`src/rtl/ps2_kbd_rx.sv`:
```
// ps2_kbd_rx: receive-only PS/2 keyboard host interface for the 6502 bus.
// Conditions the raw PS/2 pads, deserialises 11-bit device-to-host frames,
// buffers good scan codes in a small FIFO and exposes them via four
// registers. Holds the PS/2 clock low while the FIFO cannot take more data.
`timescale 1ns/1ps
module ps2_kbd_rx #(
   parameter int FILT_LEN = 4,      // samples needed to change a filtered level
   parameter int TIMEOUT  = 16000,  // clk cycles between falls before abort
   parameter int FIFO_AW  = 3       // FIFO address width
) (
   input  logic       clk,
   input  logic       reset_n,
   input  logic       ps2_clk_i,
   input  logic       ps2_dat_i,
   output logic       ps2_clk_oe,
   input  logic       cs,
   input  logic       we,
   input  logic [1:0] addr,
   input  logic [7:0] din,
   output logic [7:0] dout,
   output logic       irq
);

   localparam int DEPTH = 2 ** FIFO_AW;
   localparam int CW    = FIFO_AW + 1;
   localparam int FW    = $clog2(FILT_LEN + 1);
   localparam int TW    = $clog2(TIMEOUT + 1);

   // Frame receiver states
   localparam logic [1:0] S_IDLE   = 2'd0;
   localparam logic [1:0] S_DATA   = 2'd1;
   localparam logic [1:0] S_PARITY = 2'd2;
   localparam logic [1:0] S_STOP   = 2'd3;

   // Register map
   localparam logic [1:0] A_DATA   = 2'd0;
   localparam logic [1:0] A_STATUS = 2'd1;
   localparam logic [1:0] A_CTRL   = 2'd2;
   localparam logic [1:0] A_COUNT  = 2'd3;

   // ------------------------------------------------------------------
   // Input conditioning
   // ------------------------------------------------------------------
   logic [1:0]    clk_sync, dat_sync;
   logic [FW-1:0] clk_fcnt, dat_fcnt;
   logic          clk_filt, dat_filt;
   logic          clk_filt_d;
   logic          fall;

   // Two-flop synchronisers bring the asynchronous pads into the clk domain.
   // NOTE: non-blocking assignments make each stage capture the value the
   // previous stage held before the edge, which is what builds the chain.
   always_ff @(posedge clk or negedge reset_n) begin
      if (!reset_n) begin
         clk_sync <= 2'b00;
         dat_sync <= 2'b00;
      end else begin
         clk_sync <= {clk_sync[0], ps2_clk_i};
         dat_sync <= {dat_sync[0], ps2_dat_i};
      end
   end

   // Clock-line deglitch: the level follows only after FILT_LEN disagreeing samples in a row.
   always_ff @(posedge clk or negedge reset_n) begin
      if (!reset_n) begin
         clk_fcnt <= '0;
         clk_filt <= 1'b1;
      end else if (clk_sync[1] == clk_filt) begin
         clk_fcnt <= '0;
      end else if (clk_fcnt == FW'(FILT_LEN - 1)) begin
         clk_fcnt <= '0;
         clk_filt <= clk_sync[1];
      end else begin
         clk_fcnt <= clk_fcnt + FW'(1);
      end
   end

   // Data-line deglitch, same rule as the clock line so both see equal delay.
   always_ff @(posedge clk or negedge reset_n) begin
      if (!reset_n) begin
         dat_fcnt <= '0;
         dat_filt <= 1'b1;
      end else if (dat_sync[1] == dat_filt) begin
         dat_fcnt <= '0;
      end else if (dat_fcnt == FW'(FILT_LEN - 1)) begin
         dat_fcnt <= '0;
         dat_filt <= dat_sync[1];
      end else begin
         dat_fcnt <= dat_fcnt + FW'(1);
      end
   end

   // Delayed copy of the filtered clock, used to detect its falling edge.
   always_ff @(posedge clk or negedge reset_n) begin
      if (!reset_n) clk_filt_d <= 1'b1;
      else          clk_filt_d <= clk_filt;
   end

   assign fall = clk_filt_d & ~clk_filt;

   // ------------------------------------------------------------------
   // Frame receiver
   // ------------------------------------------------------------------
   logic [1:0]    state;
   logic [2:0]    bit_cnt;
   logic [7:0]    shreg;
   logic          par_bit;
   logic [TW-1:0] tmo_cnt;

   logic in_stop, frame_ok, par_bad_ev, stop_bad_ev, start_bad_ev, timeout_ev;
   logic frame_err_ev;

   // Frame outcome is decided on the stop-bit fall; odd parity covers data plus parity bit.
   assign in_stop      = fall & (state == S_STOP);
   assign frame_ok     = in_stop &  dat_filt &  (^{shreg, par_bit});
   assign par_bad_ev   = in_stop &  dat_filt & ~(^{shreg, par_bit});
   assign stop_bad_ev  = in_stop & ~dat_filt;
   assign start_bad_ev = fall & (state == S_IDLE) & dat_filt;
   // A fall in the same cycle restarts the gap, so it pre-empts the abort.
   assign timeout_ev   = (state != S_IDLE) & ~fall & (tmo_cnt == TW'(TIMEOUT - 1));
   assign frame_err_ev = start_bad_ev | stop_bad_ev | timeout_ev;

   // Inter-edge watchdog: idle frames hold it at zero, every fall restarts it.
   always_ff @(posedge clk or negedge reset_n) begin
      if (!reset_n)                                tmo_cnt <= '0;
      else if ((state == S_IDLE) || fall || timeout_ev) tmo_cnt <= '0;
      else                                         tmo_cnt <= tmo_cnt + TW'(1);
   end

   // Frame FSM: advances one bit per filtered falling edge, LSB first.
   always_ff @(posedge clk or negedge reset_n) begin
      if (!reset_n) begin
         state   <= S_IDLE;
         bit_cnt <= '0;
         shreg   <= '0;
         par_bit <= 1'b0;
      end else if (timeout_ev) begin
         state   <= S_IDLE;
         bit_cnt <= '0;
         shreg   <= '0;
      end else if (fall) begin
         case (state)
            S_IDLE: begin
               if (!dat_filt) begin
                  state   <= S_DATA;
                  bit_cnt <= '0;
               end
            end
            S_DATA: begin
               shreg   <= {dat_filt, shreg[7:1]};
               bit_cnt <= bit_cnt + 3'd1;
               if (bit_cnt == 3'd7) state <= S_PARITY;
            end
            S_PARITY: begin
               par_bit <= dat_filt;
               state   <= S_STOP;
            end
            default: begin
               state <= S_IDLE;
            end
         endcase
      end
   end

   // ------------------------------------------------------------------
   // Scan-code FIFO
   // ------------------------------------------------------------------
   logic [7:0]         mem [DEPTH];
   logic [FIFO_AW-1:0] wr_ptr, rd_ptr;
   logic [CW-1:0]      count;
   logic               empty, full;
   logic               rd_stb, wr_stb, pop, push, ovf_ev;

   assign empty  = (count == '0);
   assign full   = (count == CW'(DEPTH));
   assign rd_stb = cs & ~we;
   assign wr_stb = cs &  we;
   assign pop    = rd_stb & (addr == A_DATA) & ~empty;
   // A pop in the same cycle frees the slot, so a full FIFO still accepts the byte.
   assign push   = frame_ok & (~full | pop);
   assign ovf_ev = frame_ok & full & ~pop;

   // Storage, pointers and occupancy; pointers wrap naturally at DEPTH.
   // NOTE: the array is small enough that clearing it on reset is cheap, and
   // it keeps every flop in the block at a known value after reset.
   always_ff @(posedge clk or negedge reset_n) begin
      if (!reset_n) begin
         for (int i = 0; i < DEPTH; i++) mem[i] <= '0;
         wr_ptr <= '0;
         rd_ptr <= '0;
         count  <= '0;
      end else begin
         if (push) begin
            mem[wr_ptr] <= shreg;
            wr_ptr      <= wr_ptr + FIFO_AW'(1);
         end
         if (pop) rd_ptr <= rd_ptr + FIFO_AW'(1);
         case ({push, pop})
            2'b10:   count <= count + CW'(1);
            2'b01:   count <= count - CW'(1);
            default: count <= count;
         endcase
      end
   end

   // ------------------------------------------------------------------
   // Status flags, control and register reads
   // ------------------------------------------------------------------
   logic       overflow, parity_err, frame_err, irq_en;
   logic [7:0] clr_mask;
   logic [7:0] status;
   logic       unused_din;

   assign clr_mask   = (wr_stb && (addr == A_STATUS)) ? din : 8'h00;
   assign status     = {3'b000, frame_err, parity_err, overflow, full, ~empty};
   assign unused_din = ^{din[7:5], din[1]};

   // Sticky error flags: write-one-to-clear, with a same-cycle set taking priority.
   always_ff @(posedge clk or negedge reset_n) begin
      if (!reset_n) begin
         overflow   <= 1'b0;
         parity_err <= 1'b0;
         frame_err  <= 1'b0;
      end else begin
         overflow   <= (overflow   & ~clr_mask[2]) | ovf_ev;
         parity_err <= (parity_err & ~clr_mask[3]) | par_bad_ev;
         frame_err  <= (frame_err  & ~clr_mask[4]) | frame_err_ev;
      end
   end

   // Control register: interrupt enable only.
   always_ff @(posedge clk or negedge reset_n) begin
      if (!reset_n)                        irq_en <= 1'b0;
      else if (wr_stb && (addr == A_CTRL)) irq_en <= din[0];
   end

   // Registered read port; dout keeps the last value read between accesses.
   always_ff @(posedge clk or negedge reset_n) begin
      if (!reset_n) begin
         dout <= 8'h00;
      end else if (rd_stb) begin
         case (addr)
            A_DATA:   dout <= empty ? 8'h00 : mem[rd_ptr];
            A_STATUS: dout <= status;
            A_CTRL:   dout <= {7'b0000000, irq_en};
            A_COUNT:  dout <= 8'(count);
            default:  dout <= 8'h00;
         endcase
      end
   end

   // Interrupt follows "data waiting and enabled" one cycle later.
   always_ff @(posedge clk or negedge reset_n) begin
      if (!reset_n) irq <= 1'b0;
      else          irq <= irq_en & ~empty;
   end

   // Inhibit the keyboard only between frames and only while no slot is free.
   always_ff @(posedge clk or negedge reset_n) begin
      if (!reset_n) ps2_clk_oe <= 1'b0;
      else          ps2_clk_oe <= full & (state == S_IDLE);
   end

endmodule

```
`config.mk`:
```
export PLATFORM = sky130hd
export DESIGN_NAME = ps2_kbd_rx
export DESIGN_NICKNAME = d
export VERILOG_FILES = /design/src/rtl/ps2_kbd_rx.sv
export SDC_FILE = /design/constraint.sdc
export NUM_CORES = 1
export LEC_CHECK = 0
export CAP_MARGIN = 10
export CELL_PAD_IN_SITES_DETAIL_PLACEMENT = 1
export CELL_PAD_IN_SITES_GLOBAL_PLACEMENT = 1
export CORE_AREA = 3 3 121 123
export CTS_CLUSTER_DIAMETER = 150
export DETAILED_ROUTE_END_ITERATION = 10
export DIE_AREA = 0 0 124 126
export PLACE_DENSITY_LB_ADDON = 0.1
export SLEW_MARGIN = 20
export SYNTH_ARGS = -nofsm -noshare
export SYNTH_HDL_FRONTEND = slang
export SYNTH_SLANG_ARGS = --single-unit
```
`constraint.sdc`:
```
create_clock -name clk -period 3.1 [get_ports clk]
set_clock_uncertainty 0.1 [all_clocks]
set_input_delay 0.62 -clock clk [delete_from_list [all_inputs] [get_ports clk]]
set_output_delay 0.62 -clock clk [all_outputs]
set_load 0.005 [all_outputs]
```
==> run metrics, run 1 <==
Root Buffer=clkbuf_16; Post-Layout Cell Count=729; flops & latches, synth=129; CTS tree=built; top_reg_cell synth=dfrtp_1; Mapped Cells=487; Peak VDD IR=0.0004039 V; power share of the sequential group=39.4%; pwr/cell area=719.4 nW/um^2; CTS Buffer Depth=2; clock power share=36.8%; Global Route Usage Sum=19.46%; initial antenna violation count=0; Unique masters post-synth=47; Die H=126 um; Syn Std Cell Area=6117 um^2; Antenna Nets Post-Route=0; CP endpoint kind=register; Total Wirelength=13910 um; die width=124 um; RSZ-0062 raised after global routing=false; CTS clk-pin slew, worst paths=0.06 ns; number of port buffers=21; fin crit period=2.924 ns; number of global-route vias before repair=4278; dpl hpwl=9596 um; largest net degree at the start of global routing=61; met3 WL=560 um; total vias in the final route=4012; final hold vios=0; most frequent cells in the layout=126 x dfrtp_1, 65 x mux2_2, 38 x nand2_1; Pint=3593 uW; status=finished, final reports clean; DRC=0; critical path launch point type=register; leak pwr=0.003397 uW; Sinks on Clock Net=129; Max Cap Viol=0; Post-Syn Nets=518; WL per Instance=19.08 um; CTS Buf Count=17; Max-slew headroom=48.83%; Post-synth EDFFs=0; final slew viol count=0; Sw Ratio=31.54%; most common cell after layout, fill and taps aside=dfrtp_1; Setup WS pre-CTS=-0.08418 ns; crit path max fanout=2; Core Box Area=13770 um^2; full die area=15620 um^2; Via-to-Cell Ratio=5.503; Ys Warns=0; gp weighted congestion=0.8237; diode count=0; Worst Tran Pin Value=0.7675 ns; Reg2Reg Depth=12; Layout area overhead=19.27%; sequential share of the synthesized area=52.83%; Rows=43; Final Setup Violations=0; GRT overflow=0; Starting Density=44.41%; CP Data Arrival Time=3.10 ns; first-pass GRT wire length=23090 um; combinational share of power=23.8%; CP Class=register to register; max layer used=met4; Hold Path Class=input port to asynchronous set/reset pin; First DRT Iteration DRCs=192; final net count=567; layout cells sized above 1=29.87%; Inst Count DP=696; Worst Path Required=3.28 ns; final worst-path cycle share=94.31%; metal2 WL=6772 um; Hold-fix buffers, CTS=0; async set or reset register ratio after synthesis=100.0%; final core utilization=52.97%; worst skew pair latency=0.42 ns; H-tree levels=4; fmax=0.3420 GHz; Sw Pwr=1655 uW; mean post-synth cell area=12.56 um^2; IO Pins=26; TritonRoute pass-1 iters=4; Routed met1 length=6379 um; worst setup margin=0.1763 ns
-- final timing paths --
kind / startpoint / endpoint / slack (ns)
worst max-delay path: shreg[4]$_DFFE_PN0P_ / count[2]$_DFFE_PN0P_ / 0.18
worst min-delay path: reset_n / count[3]$_DFFE_PN0P_ / 0.04
worst max register to register: shreg[4]$_DFFE_PN0P_ / count[2]$_DFFE_PN0P_ / 0.18
worst min register to register: clk_sync[0]$_DFF_PN0_ / clk_sync[1]$_DFF_PN0_ / 0.25
max in group asynchronous: reset_n / mem[39]$_DFFE_PN0P_ / 1.99
min in group clk: clk_sync[0]$_DFF_PN0_ / clk_sync[1]$_DFF_PN0_ / 0.25
-- worst max-delay path, cell delays in order (launching register included) --
cell     delay (ns)
dfrtp_1        0.40
xnor2_1        0.25
xnor3_2        0.46
xor2_2         0.22
and3_1         0.21
inv_1          0.06
ha_1           0.20
xor2_1         0.14
ha_1           0.18
a21oi_1        0.14
xor2_1         0.19
nor2_1         0.07
xor2_1         0.15
-- synthesized netlist by cell type, drive strengths merged (2+ instances only) --
master | number | area (um^2)
xor2 | 15 | 131.4
mux2 | 73 | 852.1
ha | 15 | 187.7
clkbuf | 21 | 78.83
a21oi | 20 | 100.1
nand2b | 6 | 37.54
mux2i | 7 | 70.07
nand2 | 38 | 142.6
dfrtp | 126 | 3153
o31ai | 2 | 15.01
nand4b | 2 | 17.52
nor3 | 9 | 60.06
or3 | 2 | 12.51
o21ai | 9 | 45.04
and2 | 3 | 18.77
nor2 | 26 | 97.59
or4 | 2 | 18.77
and3 | 7 | 43.79
mux4 | 13 | 292.8
nor2b | 12 | 75.07
dfstp | 3 | 78.83
and4 | 5 | 43.79
buf | 5 | 30.02
a211oi | 3 | 22.52
a32o | 3 | 30.03
nor3b | 4 | 30.03
inv | 8 | 30.03
a221o | 2 | 20.02
nand3 | 13 | 65.06
a2111oi | 6 | 52.55
xnor2 | 14 | 130.1
nand4 | 4 | 25.02
-- final cells by class --
type                    instances  area [um^2]
well taps                     180        225.2
clock buffers                  19        432.9
repair buffers                 56        483.0
clock inverters                13        138.9
fillers                      1428         6477
inverters                       8        30.03
flip-flops and latches        129         3232
multi-input cells             324         2754
-- registers in the layout (all words and copies together), names as in the netlist, 2 cells and up --
register and flops:
clk_fcnt 3, state 2, dat_sync 2, clk_sync 2, mem 64, rd_ptr 3, bit_cnt 3, dout 8
dat_fcnt 3, count 4, tmo_cnt 14, wr_ptr 3, shreg 8
-- power groups by stage --
stage	logic [uW]	registers [uW]	clock network [uW]
5_1_grt	1390	2100	2080
4_1_cts	1210	2070	1990
3_5_place_dp	1200	2100	0
3_3_place_gp	1150	2090	0
2_1_floorplan	844	1990	0
6_report	1250	2070	1930
-- through the flow --
step	total power [uW]	hold WS (ns)	area (um^2)	setup TNS [ns]
finish	5249	0.03917	7296	0
global route	5575	0.05000	7296	0
CTS	5274	0.03386	7281	0
detailed placement	3301	0.2364	6709	-0.08418
global placement	3235	0.2360	6709	0
floorplan	2832	0.2244	6117	0
-- kinds of logic (layout without fill, tap and decap cells) --
group / after synthesis / after routing / synth area share [%]
buffers and inverters: 34 / 96 / 2.270
adder cells (fa/ha/maj): 15 / 15 / 3.068
AO/OA/AOI/OAI: 51 / 51 / 5.564
flip-flops: 129 / 129 / 52.83
XOR/XNOR: 30 / 30 / 4.664
multiplexers: 93 / 93 / 19.86
AND/OR/NAND/NOR: 135 / 135 / 11.74
-- metal layers --
layer | vias up | GRT usage, %
li1 | 1840 | -
met1 | 2093 | 26.78
met2 | 63 | 30.42
met3 | 16 | 5.074
met4 | 0 | 5.735
met5 | - | 0
-- what timing repair did --
| action | CTS | global route |
|---|---|---|
| buffers inserted | 0 | 1 |
| endpoints found under the setup margin | 0 | 1 |
| gates resized for setup | 0 | 1 |
Power figures use the tool's default switching activity.
==> run 2: changes to the inputs <==
--- a/config.mk
+++ b/config.mk
@@ -8,10 +8,10 @@
 export CAP_MARGIN = 10
 export CELL_PAD_IN_SITES_DETAIL_PLACEMENT = 1
 export CELL_PAD_IN_SITES_GLOBAL_PLACEMENT = 1
-export CORE_AREA = 3 3 121 123
+export CORE_AREA = 3 3 115 117
 export CTS_CLUSTER_DIAMETER = 150
 export DETAILED_ROUTE_END_ITERATION = 10
-export DIE_AREA = 0 0 124 126
+export DIE_AREA = 0 0 118 120
 export PLACE_DENSITY_LB_ADDON = 0.1
 export SLEW_MARGIN = 20
 export SYNTH_ARGS = -nofsm -noshare
==> run 2 against run 1 <==
  * Cell area fell by 1.1%
  * Clock-buffer cell count rose by 6
  * Register-to-register slack improved by 0.08 ns
  * Via count decreased by 0.57%
  * Routed wire length rose by 1.6%
  * Setup slack gained 0.083 ns
  * Core utilization up 4.9 points
  * Die area down 9.4%
  * Sequential cell count is the same
  * Highest routed layer unchanged
==> run metrics, run 2 (synthesis gave the netlist of run 1 again) <==
gp weighted congestion=0.7695 (was 0.8237); worst r2r dst=count[2]$_DFFE_PN0P_ (unchanged); Root Buffer=clkbuf_16 (unchanged); worst skew pair latency=0.41 ns (was 0.42 ns); Rows=41 (was 43); total vias in the final route=3989 (was 4012); fmax=0.3520 GHz (was 0.3420 GHz); final hold vios=0 (unchanged); CP cell instances=xor2_1 > xnor3_2 > xor2_1 > and3_1 > inv_1 > ha_1 > xor2_1 > ha_1 > a21oi_1 > xor2_1 > nor2_1 > xor2_1 (was xnor2_1 > xnor3_2 > xor2_2 > and3_1 > inv_1 > ha_1 > xor2_1 > ha_1 > a21oi_1 > xor2_1 > nor2_1 > xor2_1); diode count=0 (unchanged); status=finished, final reports clean (unchanged); setup bufs post-CTS=0 (unchanged); Global Route Usage Sum=21.87% (was 19.46%); most frequent cells in the layout=126 x dfrtp_1, 65 x mux2_2, 38 x nand2_1 (unchanged); Setup WS pre-CTS=-0.009632 ns (was -0.08418 ns); CP Class=register to register (unchanged); Max-slew headroom=53.05% (was 48.83%); final net count=566 (was 567); critical path launch point type=register (unchanged); Core Box Area=12470 um^2 (was 13770 um^2); most common cell after layout, fill and taps aside=dfrtp_1 (unchanged); First DRT Iteration DRCs=162 (was 192); Final Setup Violations=0 (unchanged); CTS Buffer Depth=2 (unchanged); largest net degree at the start of global routing=52 (was 61); Setup Total Neg Slack=0 ns (unchanged); Peak VDD IR=0.0005130 V (was 0.0004039 V); Reg2Reg Depth=12 (unchanged); Sinks on Clock Net=129 (unchanged); worst setup margin=0.2589 ns (was 0.1763 ns); TritonRoute pass-1 iters=4 (unchanged); Power Total=4982 uW (was 5249 uW); Layout area overhead=17.90% (was 19.27%); fin crit period=2.841 ns (was 2.924 ns); crit path max fanout=2 (unchanged); number of global-route vias before repair=4446 (was 4278); dpl hpwl=9635 um (was 9596 um); final worst-path cycle share=91.65% (was 94.31%); initial antenna violation count=0 (unchanged); die width=118 um (was 124 um); Total Wirelength=14130 um (was 13910 um); leak pwr=0.003381 uW (was 0.003397 uW); worst flop-to-flop path startpoint=shreg[2]$_DFFE_PN0P_ (was shreg[4]$_DFFE_PN0P_); largest registers=mem (64), tmo_cnt (14) (unchanged); layout cells sized above 1=28.83% (was 29.87%); pwr/cell area=690.8 nW/um^2 (was 719.4 nW/um^2); CTS clk-pin slew, worst paths=0.05 ns (was 0.06 ns); Hold Slack=0.1442 ns (was 0.03917 ns); Worst Tran Pin Value=0.6865 ns (was 0.7675 ns); WL per Instance=19.63 um (was 19.08 um); largest reg by FF count=mem (unchanged); Max Cap Viol=0 (unchanged); DRC=0 (unchanged); H-tree levels=4 (unchanged); flop-to-flop setup slack=0.26 ns (was 0.18 ns); CTS tree=built (unchanged); Starting Density=49.07% (was 44.41%); most used cell, CP=xor2_1 (unchanged); CP endpoint kind=register (unchanged); Largest register FFs=64 (unchanged); RSZ-0062 raised after global routing=false (unchanged); IO Pins=26 (unchanged); CTS Buf Count=17 (unchanged); final slew viol count=0 (unchanged); GRT overflow=0 (unchanged); fillers=1291 (was 1428); Antenna Nets Post-Route=0 (unchanged); Worst Path Required=3.28 ns (about the same); CP Data Arrival Time=3.03 ns (was 3.10 ns); Hold Path Class=input port to asynchronous set/reset pin (unchanged); Die H=120 um (was 126 um); full die area=14160 um^2 (was 15620 um^2); Via-to-Cell Ratio=5.540 (was 5.503); number of port buffers=21 (unchanged); post-cts sizing count=0 (unchanged); first-pass GRT wire length=23920 um (was 23090 um); Critical Path Slowest Stage Cell=xnor3_2 (unchanged); Hold-fix buffers, CTS=0 (unchanged); critical path's largest stage delay=0.48 ns (was 0.46 ns)
run 2: changes by cell type in the layout (fill, tap and decap cells not counted), sizes merged:
cell | previous run | this run
buf | 36 | 35
bufinv | 2 | 0
clkbuf | 19 | 25
clkinv | 5 | 6
clkinvlp | 5 | 1
inv | 9 | 8
run 2: per-stage QoR:
step                      instances  instance area (um^2)  utilization, %
final                           720                  7212           57.85
after floorplan                 487                  6117               -
after CTS                       720                  7212           57.85
after global placement          688                  6699           53.74
after detailed placement        688                  6699           53.74
after global routing            720                  7212           57.85
run 2: cell type report:
type                       count  area [um^2]  share of cell area, %
timing repair buffer          55        475.5                  6.593
clock buffer                  25        475.5                  6.593
multi-input combinational    324         2746                  38.08
clock inverter                 7        37.54                 0.5205
tap                          172        215.2                  2.984
sequential                   129         3232                  44.81
inverter                       8        30.03                 0.4164
run 2: worst max-delay path: cells and delay by family (launching register included):
| kind | cells | cell delay [ns] |
|---|---|---|
| compound gates | 1 | 0.14 |
| buf+inv | 1 | 0.07 |
| flops | 1 | 0.39 |
| xor+xnor | 6 | 1.33 |
| simple gates | 2 | 0.28 |
| fa+ha+maj | 2 | 0.41 |
run 2: worst max path at each step:
stage	cells past startpoint	from	slack [ns]	to
3_3_place_gp	12	we	0.03	count[2]$_DFFE_PN0P_
3_5_place_dp	12	we	-0.01	count[2]$_DFFE_PN0P_
2_1_floorplan	11	addr[1]	0.28	count[2]$_DFFE_PN0P_
5_1_grt	12	shreg[6]$_DFFE_PN0P_	0.04	count[2]$_DFFE_PN0P_
4_1_cts	12	shreg[2]$_DFFE_PN0P_	0.25	count[2]$_DFFE_PN0P_
6_report	12	shreg[2]$_DFFE_PN0P_	0.26	count[2]$_DFFE_PN0P_
run 2: layer usage:
metal | global-route usage (%) | up-vias | routed length (um)
met5 | 0 | - | 0
met4 | 9.231 | 0 | 231
met3 | 4.383 | 17 | 382
met2 | 37.15 | 54 | 7178
met1 | 27.42 | 2088 | 6340
li1 | - | 1830 | -
run 2: where the power goes:
part           switching (uW)  internal (uW)
logic                     665            517
clock network             688           1050
registers                 192           1870
total                    1540           3440
